**src/rtl/clk_ctrl_pkg.sv**
```systemverilog
// Shared definitions for the CPU clock controller: mode encodings, the
// park/run state enum and a small mode-classification helper.
package clk_ctrl_pkg;

    localparam logic [1:0] MODE_FAST = 2'b00;
    localparam logic [1:0] MODE_SLOW = 2'b01;
    localparam logic [1:0] MODE_STEP = 2'b10;
    localparam logic [1:0] MODE_HALT = 2'b11;

    // ST_PARK: clk held low. ST_RUN: clk toggling at the active divider.
    typedef enum logic {
        ST_PARK = 1'b0,
        ST_RUN  = 1'b1
    } run_state_t;

    // FAST and SLOW toggle continuously; STEP and HALT do not.
    function automatic logic is_free_run(input logic [1:0] m);
        return (m == MODE_FAST) || (m == MODE_SLOW);
    endfunction

endpackage

```
**src/rtl/clk_ctrl_unit_switch_debouncer.sv**
```systemverilog
// Debouncer for the raw continue switch: 2-FF synchroniser followed by a
// stability counter. 'level' follows the switch once it has been stable for
// DEB_CYCLES samples; 'settled' goes high the first time any level has been
// confirmed, so the caller can tell a genuine 0 from the reset value.
module switch_debouncer #(
    parameter int DEB_CYCLES = 500000
) (
    input  logic CLOCK_50,
    input  logic reset,
    input  logic sw_raw,
    output logic level,
    output logic settled
);

    localparam int DW = $clog2(DEB_CYCLES + 1);

    logic          sync_1;
    logic          sync_2;
    logic          cand;
    logic [DW-1:0] cnt;

    // Synchronise the raw switch into the CLOCK_50 domain
    always_ff @(posedge CLOCK_50 or posedge reset) begin
        if (reset) begin
            sync_1 <= 1'b0;
            sync_2 <= 1'b0;
        end else begin
            sync_1 <= sw_raw;
            sync_2 <= sync_1;
        end
    end

    // Count consecutive equal samples; commit the level once the run is long enough
    always_ff @(posedge CLOCK_50 or posedge reset) begin
        if (reset) begin
            cand    <= 1'b0;
            cnt     <= '0;
            level   <= 1'b0;
            settled <= 1'b0;
        end else if (sync_2 != cand) begin
            cand <= sync_2;
            cnt  <= DW'(1);
        end else if (cnt == DW'(DEB_CYCLES - 1)) begin
            level   <= cand;
            settled <= 1'b1;
        end else begin
            cnt <= cnt + DW'(1);
        end
    end

endmodule

```
**src/rtl/clk_ctrl_unit.sv**
```systemverilog
// CPU clock generator: FAST / SLOW / STEP-burst / HALT from CLOCK_50.
// Mode changes land only on a half-period boundary after which clk is low,
// so a high pulse is never shortened. Optional breakpoint logic is enabled
// with the BREAKPOINT_EN macro.
module clk_ctrl_unit
    import clk_ctrl_pkg::*;
#(
    parameter int CNT_W      = 29,
    parameter int DIV_FAST   = 25,
    parameter int DIV_SLOW   = 50000000,
    parameter int DEB_CYCLES = 500000,
    parameter int STEP_W     = 4,
    parameter int CYC_W      = 32
`ifdef BREAKPOINT_EN
    ,
    parameter int PC_W       = 32
`endif
) (
    input  logic              CLOCK_50,
    input  logic              reset,
    input  logic [1:0]        sel_clock,
    input  logic              continue_switch,
    input  logic [STEP_W-1:0] step_count,
`ifdef BREAKPOINT_EN
    input  logic              bp_valid,
    input  logic [PC_W-1:0]   bp_addr,
    input  logic [PC_W-1:0]   pc_in,
    output logic              bp_hit,
`endif
    output logic              clk,
    output logic              clk_rise,
    output logic              running,
    output logic [CYC_W-1:0]  cycle_count
);

    logic [1:0]        sel_s1, sel_s2;
    logic [1:0]        mode, mode_n, new_mode;
    run_state_t        state, state_n;
    logic [CNT_W-1:0]  count, count_n, div_act;
    logic              clk_n, rise_n;
    logic [CYC_W-1:0]  cycle_n;
    logic [STEP_W-1:0] step_remain, step_n;
    logic              deb_level, deb_settled, deb_prev, armed;
    logic              at_bnd, mode_upd, step_pulse, bp_hit_n;

    switch_debouncer #(.DEB_CYCLES(DEB_CYCLES)) u_deb (
        .CLOCK_50 (CLOCK_50),
        .reset    (reset),
        .sw_raw   (continue_switch),
        .level    (deb_level),
        .settled  (deb_settled)
    );

    // One pulse per debounced press; disarmed until a settled low is seen
    assign step_pulse = armed && deb_level && !deb_prev;

    // The running flag is the park/run state itself
    assign running = (state == ST_RUN);

    // Divider limit for the current mode; STEP and HALT share the FAST rate
    always_comb begin
        div_act = CNT_W'(DIV_FAST);
        if (mode == MODE_SLOW) div_act = CNT_W'(DIV_SLOW);
    end

    assign at_bnd   = (count == div_act);
    // Update only where clk is low afterwards: a falling boundary, or while parked
    assign mode_upd = at_bnd && (clk || state == ST_PARK) && (sel_s2 != mode);
    assign new_mode = mode_upd ? sel_s2 : mode;

`ifdef BREAKPOINT_EN
    logic bp_set, bp_clr;
    assign bp_set   = clk_rise && bp_valid && (pc_in == bp_addr) && is_free_run(mode);
    assign bp_clr   = mode_upd || (step_pulse && state == ST_PARK);
    assign bp_hit_n = bp_clr ? 1'b0 : (bp_hit || bp_set);

    // Sticky breakpoint flag
    always_ff @(posedge CLOCK_50 or posedge reset) begin
        if (reset) bp_hit <= 1'b0;
        else       bp_hit <= bp_hit_n;
    end
`else
    assign bp_hit_n = 1'b0;
`endif

    // Next-state logic for mode, divider, park/run state and the step burst
    always_comb begin
        mode_n  = mode;
        state_n = state;
        count_n = count + CNT_W'(1);
        clk_n   = clk;
        rise_n  = 1'b0;
        cycle_n = cycle_count;
        step_n  = step_remain;
        if (at_bnd || mode_upd) count_n = '0;
        if (mode_upd) begin
            mode_n = sel_s2;
            step_n = '0;
        end
        case (state)
            ST_RUN: begin
                if (at_bnd) begin
                    if (!clk) begin
                        clk_n   = 1'b1;
                        rise_n  = 1'b1;
                        cycle_n = cycle_count + CYC_W'(1);
                    end else begin
                        clk_n = 1'b0;
                        if (is_free_run(new_mode)) begin
                            if (bp_hit_n) state_n = ST_PARK;
                        end else if (new_mode == MODE_STEP && !mode_upd &&
                                     step_remain > STEP_W'(1)) begin
                            step_n = step_remain - STEP_W'(1);
                        end else begin
                            step_n  = '0;
                            state_n = ST_PARK;
                        end
                    end
                end
            end
            default: begin
                if (is_free_run(new_mode)) begin
                    if (!bp_hit_n) begin
                        state_n = ST_RUN;
                        count_n = '0;
                    end
                end else if (new_mode == MODE_STEP && step_pulse) begin
                    state_n = ST_RUN;
                    count_n = '0;
                    step_n  = (step_count == '0) ? STEP_W'(1) : step_count;
                end
            end
        endcase
    end

    // State registers, sel_clock synchroniser and the press edge detector
    always_ff @(posedge CLOCK_50 or posedge reset) begin
        if (reset) begin
            sel_s1      <= MODE_HALT;
            sel_s2      <= MODE_HALT;
            mode        <= MODE_HALT;
            state       <= ST_PARK;
            count       <= '0;
            clk         <= 1'b0;
            clk_rise    <= 1'b0;
            cycle_count <= '0;
            step_remain <= '0;
            deb_prev    <= 1'b0;
            armed       <= 1'b0;
        end else begin
            sel_s1      <= sel_clock;
            sel_s2      <= sel_s1;
            mode        <= mode_n;
            state       <= state_n;
            count       <= count_n;
            clk         <= clk_n;
            clk_rise    <= rise_n;
            cycle_count <= cycle_n;
            step_remain <= step_n;
            deb_prev    <= deb_level;
            armed       <= armed || (deb_settled && !deb_level);
        end
    end

endmodule

```
**config.mk**
```make
export PLATFORM = sky130hd
export DESIGN_NAME = clk_ctrl_unit
export DESIGN_NICKNAME = d
export VERILOG_FILES = /design/src/rtl/clk_ctrl_pkg.sv /design/src/rtl/clk_ctrl_unit_switch_debouncer.sv /design/src/rtl/clk_ctrl_unit.sv
export SDC_FILE = /design/constraint.sdc
export NUM_CORES = 1
export LEC_CHECK = 0
export BUFFER_PORTS_ARGS = -buffer_cell sky130_fd_sc_hd__buf_2
export CAP_MARGIN = 20
export CORE_MARGIN = 2
export CORE_UTILIZATION = 45
export CTS_CLUSTER_SIZE = 30
export DETAILED_ROUTE_END_ITERATION = 16
export SYNTH_ARGS = -nofsm -noshare
export SYNTH_HDL_FRONTEND = slang
export SYNTH_SLANG_ARGS = --single-unit
```
**constraint.sdc**
```tcl
create_clock -name CLOCK_50 -period 3.6 [get_ports CLOCK_50]
set_input_delay 0.18 -clock CLOCK_50 [delete_from_list [all_inputs] [get_ports CLOCK_50]]
set_output_delay 0.18 -clock CLOCK_50 [all_outputs]
set_load 0.02 [all_outputs]
```
=== Yosys cells after proc, flatten, opt, wreduce, memory -nomap -nowiden ===
Index checks and enable logic that the tools add are counted.

* Multiplexer cells: 27
* Bitwise operators: 3
* Add/subtract/negate cells: 4
* Equal/unequal tests: 8
* $lt $le $gt $ge: 1
* Reduce and logical (&&, ||, !) cells: 20

{| class="wikitable"
|+ Operators with widths
! operator !! number
|-
| $mux 29 || 4
|-
| $mux 19 || 2
|-
| $mux 4 || 9
|-
| $add 32x1->32 const B || 1
|-
| $add 29x1->29 const B || 1
|-
| $eq 29x26->1 || 1
|-
| $mux 26 || 1
|-
| $add 19x1->19 const B || 1
|-
| $eq 19x19->1 const B || 1
|-
| $mux 1 || 10
|-
| $logic_and 1x1->1 || 8
|-
| $eq 2x1->1 const B || 2
|-
| $gt 4x1->1 const B || 1
|-
| $logic_not 4->1 || 1
|-
| $logic_or 1x1->1 || 4
|-
| $reduce_and 2->1 || 2
|-
| $sub 4x1->4 const B || 1
|-
| $logic_not 1->1 || 3
|-
| $not 1->1 || 3
|-
| $reduce_and 3->1 || 1
|-
| $eq 2x2->1 const B || 1
|-
| $logic_not 2->1 || 1
|-
| $mux 2 || 1
|-
| $ne 2x1->1 const B || 1
|-
| 2 further kinds || 2
|}

* Bits of input ports: 9
* Register bits: 100
* Word-level logic and storage cells: 80
* Output and inout port bits: 35

=== Logic depth before layout (Yosys ltp) ===
* Depth after elaboration: 14
* Depth in mapped cells: 8
* Gate-level depth less buffers: 7

=== Modules after synthesis ===
Synthesis repeated with hierarchy kept, for this count alone.

* Cell total of the unflattened synthesis: 496
* Area, all modules: 4,973.5 um2

{| class="wikitable"
|+ By module, submodules not included
! module !! cells each !! area an instance (um2) !! times used !! seq. area each (um2)
|-
| clk_ctrl_unit || 374 || 3,733.6 || 1 || 1,909.3
|-
| switch_debouncer || 122 || 1,239.9 || 1 || 600.6
|}

=== Least setup slack after synthesis ===
No wires, ideal clock.

* Path type: register -> register
* From: reg count[3]
* To: reg count[10]
* Stages on the path, launching flop included: 9
* Required time: 3.479 ns
* Data arrival time: 2.689 ns
* Library setup time: 0.121 ns
* Buffers on the path: 2
* Period minus slack after synthesis: 2.811 ns
* Setup slack: 0.789 ns
* Cell sequence: dfrtp_1 or3_1 or4_1 a22oi_1 mux2_2 a31oi_1 clkbuf_1 buf_2 nor2_1

* Word-level cells in the longest chain between the ends: 9
* Elaborated cells between the ends (all ways): 15
* Those cells by class: add/sub: 1; eq/ne: 3; mux: 5; reduce/logical: 6

{| class="wikitable"
|+ Ends and longest elaborated chain
! item !! line !! source
|-
| from (decl) || clk_ctrl_unit.sv:39 || <nowiki>logic [CNT_W-1:0] count, count_n, div_act;</nowiki>
|-
| from (signal assigned) || clk_ctrl_unit.sv:155 || <nowiki>count <= count_n;</nowiki>
|-
| parallel branches: the longest is 8 deep, another holds $add 29x1->29 || -- ||
|-
| $mux 29 (*) || clk_ctrl_unit.sv:100 || <nowiki>case (state)</nowiki>
|-
| via count_n[10] || clk_ctrl_unit.sv:39 ||
|}

Mark *: on every way through the listed nets, which the timed path passes.
A chain may end at the register's enable or synchronous reset.

=== Final worst setup path ===
* From: reg count[3]
* To: reg cycle_count[22]

* Word-level cells in the longest chain between the ends: 2

{| class="wikitable"
|+ Ends and longest elaborated chain
! item !! line !! source
|-
| $eq 29x26->1 || clk_ctrl_unit.sv:66 || <nowiki>assign at_bnd = (count == div_act);</nowiki>
|-
| $reduce_and 3->1 (no source line) || -- ||
|-
| to (signal assigned) || clk_ctrl_unit.sv:158 || <nowiki>cycle_count <= cycle_n;</nowiki>
|-
| to (decl) || clk_ctrl_unit.sv:33 || <nowiki>output logic [CYC_W-1:0] cycle_count</nowiki>
|}

Every way passes these cells.

==> run_results.csv <==
group,metric,value,unit
power_and_ir_drop,power_density,347,nW/µm²
route,avgViaCountPerCell,5.43,
place,io_buffers,43,
grt,antenna_found_initial,0,
place,place.gp.congestion,0.846,
synth,ys_ff_latch,100,
setup_path,critPathMaxFanout,8,
setup_path,rr_startpoint,"count[3]",
clock_tree,worstSkewPairLatency,0.37,ns
synth,synth_cells,488,
grt,first_global_vias,3592,
sta,max_slew_margin,43.1,%
finish,post_route_cells_drive_above_1_share,15.0,%
synth,syn-num-nets,502,
sta,hold_viol,0,
floorplanning,die_h,108,µm
grt,grt_max_degree,72,
grt,grt_busiest_layer,"met2",
floorplanning,fp.dieW,108,µm
setup_path,cpLargestDelayFamily,"simple AND/OR/NAND/NOR gates",
clock_tree,cts_resized,0,
floorplanning,core_area,10400,µm²
grt,grt_pass1_wl,17.1,mm
hold_path,hold_depth,3,
setup_path,crit_slowest_cell,"or4_1",
sta,finalSetupViolCount,0,
synth,synth-main-ff-cell,"dfrtp_1",
floorplanning,die_area,11700,µm²
setup_path,critical_path_class,"reg2reg",
grt,track_usage,18.4,%
floorplanning,start_util,46.7,%
setup_path,cp_data_arrival_time,3.35,ns
floorplanning,row_count,37,
sta,drv_slew,0,
hold_path,hold_end,"step_remain[3]",
place,dp_hpwl,7.09,mm
place,dp_cells,663,
setup_path,timing.rr.end,"cycle_count[22]",
finish,fillers,978,
clock_tree,cts_tree,"done",
grt,grt_use_met2,28.3,%
route,route.antenna.remaining_nets,0,
synth,async_flop_share,100,%
grt,grt-ovfl-total,0,
route,drt_iter0_drc,191,
finish,regArea,2510,µm²
synth,ys_warn_count,0,
route,route.vias.total,3711,
clock_tree,clock_sinks,100,
synth,synth_edf_count,0,
finish,final_core_util,52.9,%
place,post_dp_cell_area,5280,µm²
setup_path,timing.reg2reg.setup_slack,0.54,ns
sta,worstMarginPinSlew,0.853,ns
status,status,"complete, no violations",
floorplanning,io_pins,44,
hold_path,hold_class,"in2reg",
sta,finClkSkew,0.0121,ns
finish,layout.nets,556,
clock_tree,cts_root_buf,"clkbuf_8",
setup_path,rr_worst_depth,6,
finish,fin_cells,683,
route,drc_errors,0,
finish,fin_area,5510,µm²
route,wl,9.93,mm
grt,grt_use_met3,3.86,%
route,wire_per_inst,14.5,µm
setup_path,path_buf_inv,0,
sta,period_needed,3.06,ns
flow_run,drv_cap,0,
clock_tree,cts_made_buffers,9,
setup_path,worstPathCellList,"or3_1, or4_1, a221o_1, or4_1, nor4_2, xor2_1",
sta,period_share,84.9,%
setup_path,cp-start-kind,"flop",
hold_path,hp-start,"step_count[3]",
power_and_ir_drop,ir_drop,0.255,mV
sta,fmax,327,MHz
clock_tree,cts_buffer_depth,2,
setup_path,cpMostUsedCell,"or4_1",
sta,rsz0062_at_grt,"no",
synth,synth_area_per_cell,9.97,µm²
grt,grt_use_met1,25.7,%
route,dr.pass1.iters,5,
power_and_ir_drop,power.leakage,2.53,nW
synth,netlist_area,4860,µm²
clock_tree,path_clk_slew,0.10,ns
finish,diodes,0,
setup_path,cp_slowest_stage_delay,0.72,ns
finish,multiInputGateArea,2260,µm²
setup_path,endpoint_kind,"flop",
sta,tns,0,ns
finish,areaGrowthSynthToFinish,13.2,%
synth,ys_types,45,
clock_tree,h-tree-depth,3,
synth,seq_area_frac_synth,51.6,%
setup_path,required,3.90,ns
timing repair:
item	4_1_cts	5_1_grt
hold endpoints to repair	20	0
hold buffers	4	0
setup buffers	0	0
per-stage QoR:
step	setup slack [ns]	hold WS (ns)	total power, mW
3_5_place_dp	0.574	0.286	1.24
2_1_floorplan	0.789	0.184	1.22
3_3_place_gp	0.634	0.288	1.24
6_report	0.545	0.127	1.91
4_1_cts	0.523	0.0989	1.95
5_1_grt	0.395	0.119	2.01
synth_stat cells (2+ instances only):
cell	n	area share, %
and4b_1	2	0.41
clkbuf_1	9	0.69
nand2_1	45	3.5
dfstp_2	6	3.2
and3_1	17	2.2
buf_2	3	0.31
mux2_2	3	0.69
o221ai_1	3	0.54
a211oi_1	2	0.31
nor3_1	31	3.2
nand4_1	20	2.6
a21o_1	3	0.46
inv_1	16	1.2
and4_1	3	0.54
nor2_1	49	3.8
xor2_1	41	7.4
ha_1	5	1.3
or4_1	7	1.1
or3_1	4	0.51
a22oi_1	2	0.31
nand2b_1	8	1.0
nand3_1	32	3.3
nand3b_1	2	0.31
a31oi_1	2	0.26
a21oi_1	6	0.62
o21ai_0	8	0.82
a21boi_0	2	0.31
xnor2_1	38	6.8
dfrtp_1	94	48
nor4_1	10	1.3
report_power, final:
group	total, mW	leakage, nW	internal, mW	switching [mW]
clock network	0.691	0.0944	0.269	0.422
logic	0.0682	1.12	0.0218	0.0463
registers	1.15	1.31	1.14	0.0136
registers in the layout (all words and copies together), names as in the netlist, 2 cells and up:
signal	cells
sel_s1	2
mode	2
u_deb.cnt	19
sel_s2	2
step_remain	4
cycle_count	32
count	29
tightest hold or removal path, stage by stage:
cell	delay, ns
buf_2	0.10
inv_1	0.06
o221ai_1	0.12
layout by cell type (no fill, tap or decap), types with 2 or more instances in the layout:
cell type	netlist	layout
nand3_1	32	32
inv_1	16	15
buf_4	0	8
and4b_1	2	2
inv_6	0	5
xor2_1	41	41
o21ai_0	8	8
nand2_1	45	45
a21oi_1	6	6
a22oi_1	2	2
and4_1	3	3
clkbuf_8	0	9
a21boi_0	2	2
xnor2_1	38	38
nand2b_1	8	8
dfrtp_1	94	94
dfstp_2	6	6
ha_1	5	5
or3_1	4	4
a21o_1	3	3
o221ai_1	3	3
dlygate4sd3_1	0	4
nand3b_1	2	2
or4_1	7	7
nand4_1	20	20
mux2_2	3	3
a211oi_1	2	2
nor4_1	10	10
and3_1	17	17
nor3_1	31	31
nor2_1	49	49
buf_2	3	43
worst max-delay path by stage:
stage	from	end	depth (start not counted)
floorplan	count[3]	count[10]	8
global placement	count[3]	cycle_count[22]	6
detailed placement	count[3]	cycle_count[22]	6
CTS	count[3]	cycle_count[22]	6
global route	count[3]	cycle_count[22]	6
finish	count[3]	cycle_count[22]	6
logic make-up after synthesis:
kind of cell	Yosys count	share of synthesized area (%)
simple gates	238	25.1
flops	100	51.6
xor+xnor	79	14.2
compound gates	34	4.66
buf+inv	28	2.24
fa+ha+maj	5	1.29
mux	4	0.900
metal layers:
metal	routed length, µm	vias to the layer above
li1	-	1821
met1	4840	1806
met2	4580	68
met3	339	16
met4	175	0
met5	0	-
area by class of cell:
| type | instances | share of cell area (%) |
|---|---|---|
| sequential | 100 | 45.6 |
| clock buffer | 9 | 2.25 |
| multi-input combinational | 360 | 41.0 |
| inverter | 16 | 1.14 |
| clock inverter | 7 | 1.23 |
| tap | 136 | 3.09 |
| timing repair buffer | 55 | 5.73 |
Power figures use the tool's default switching activity.
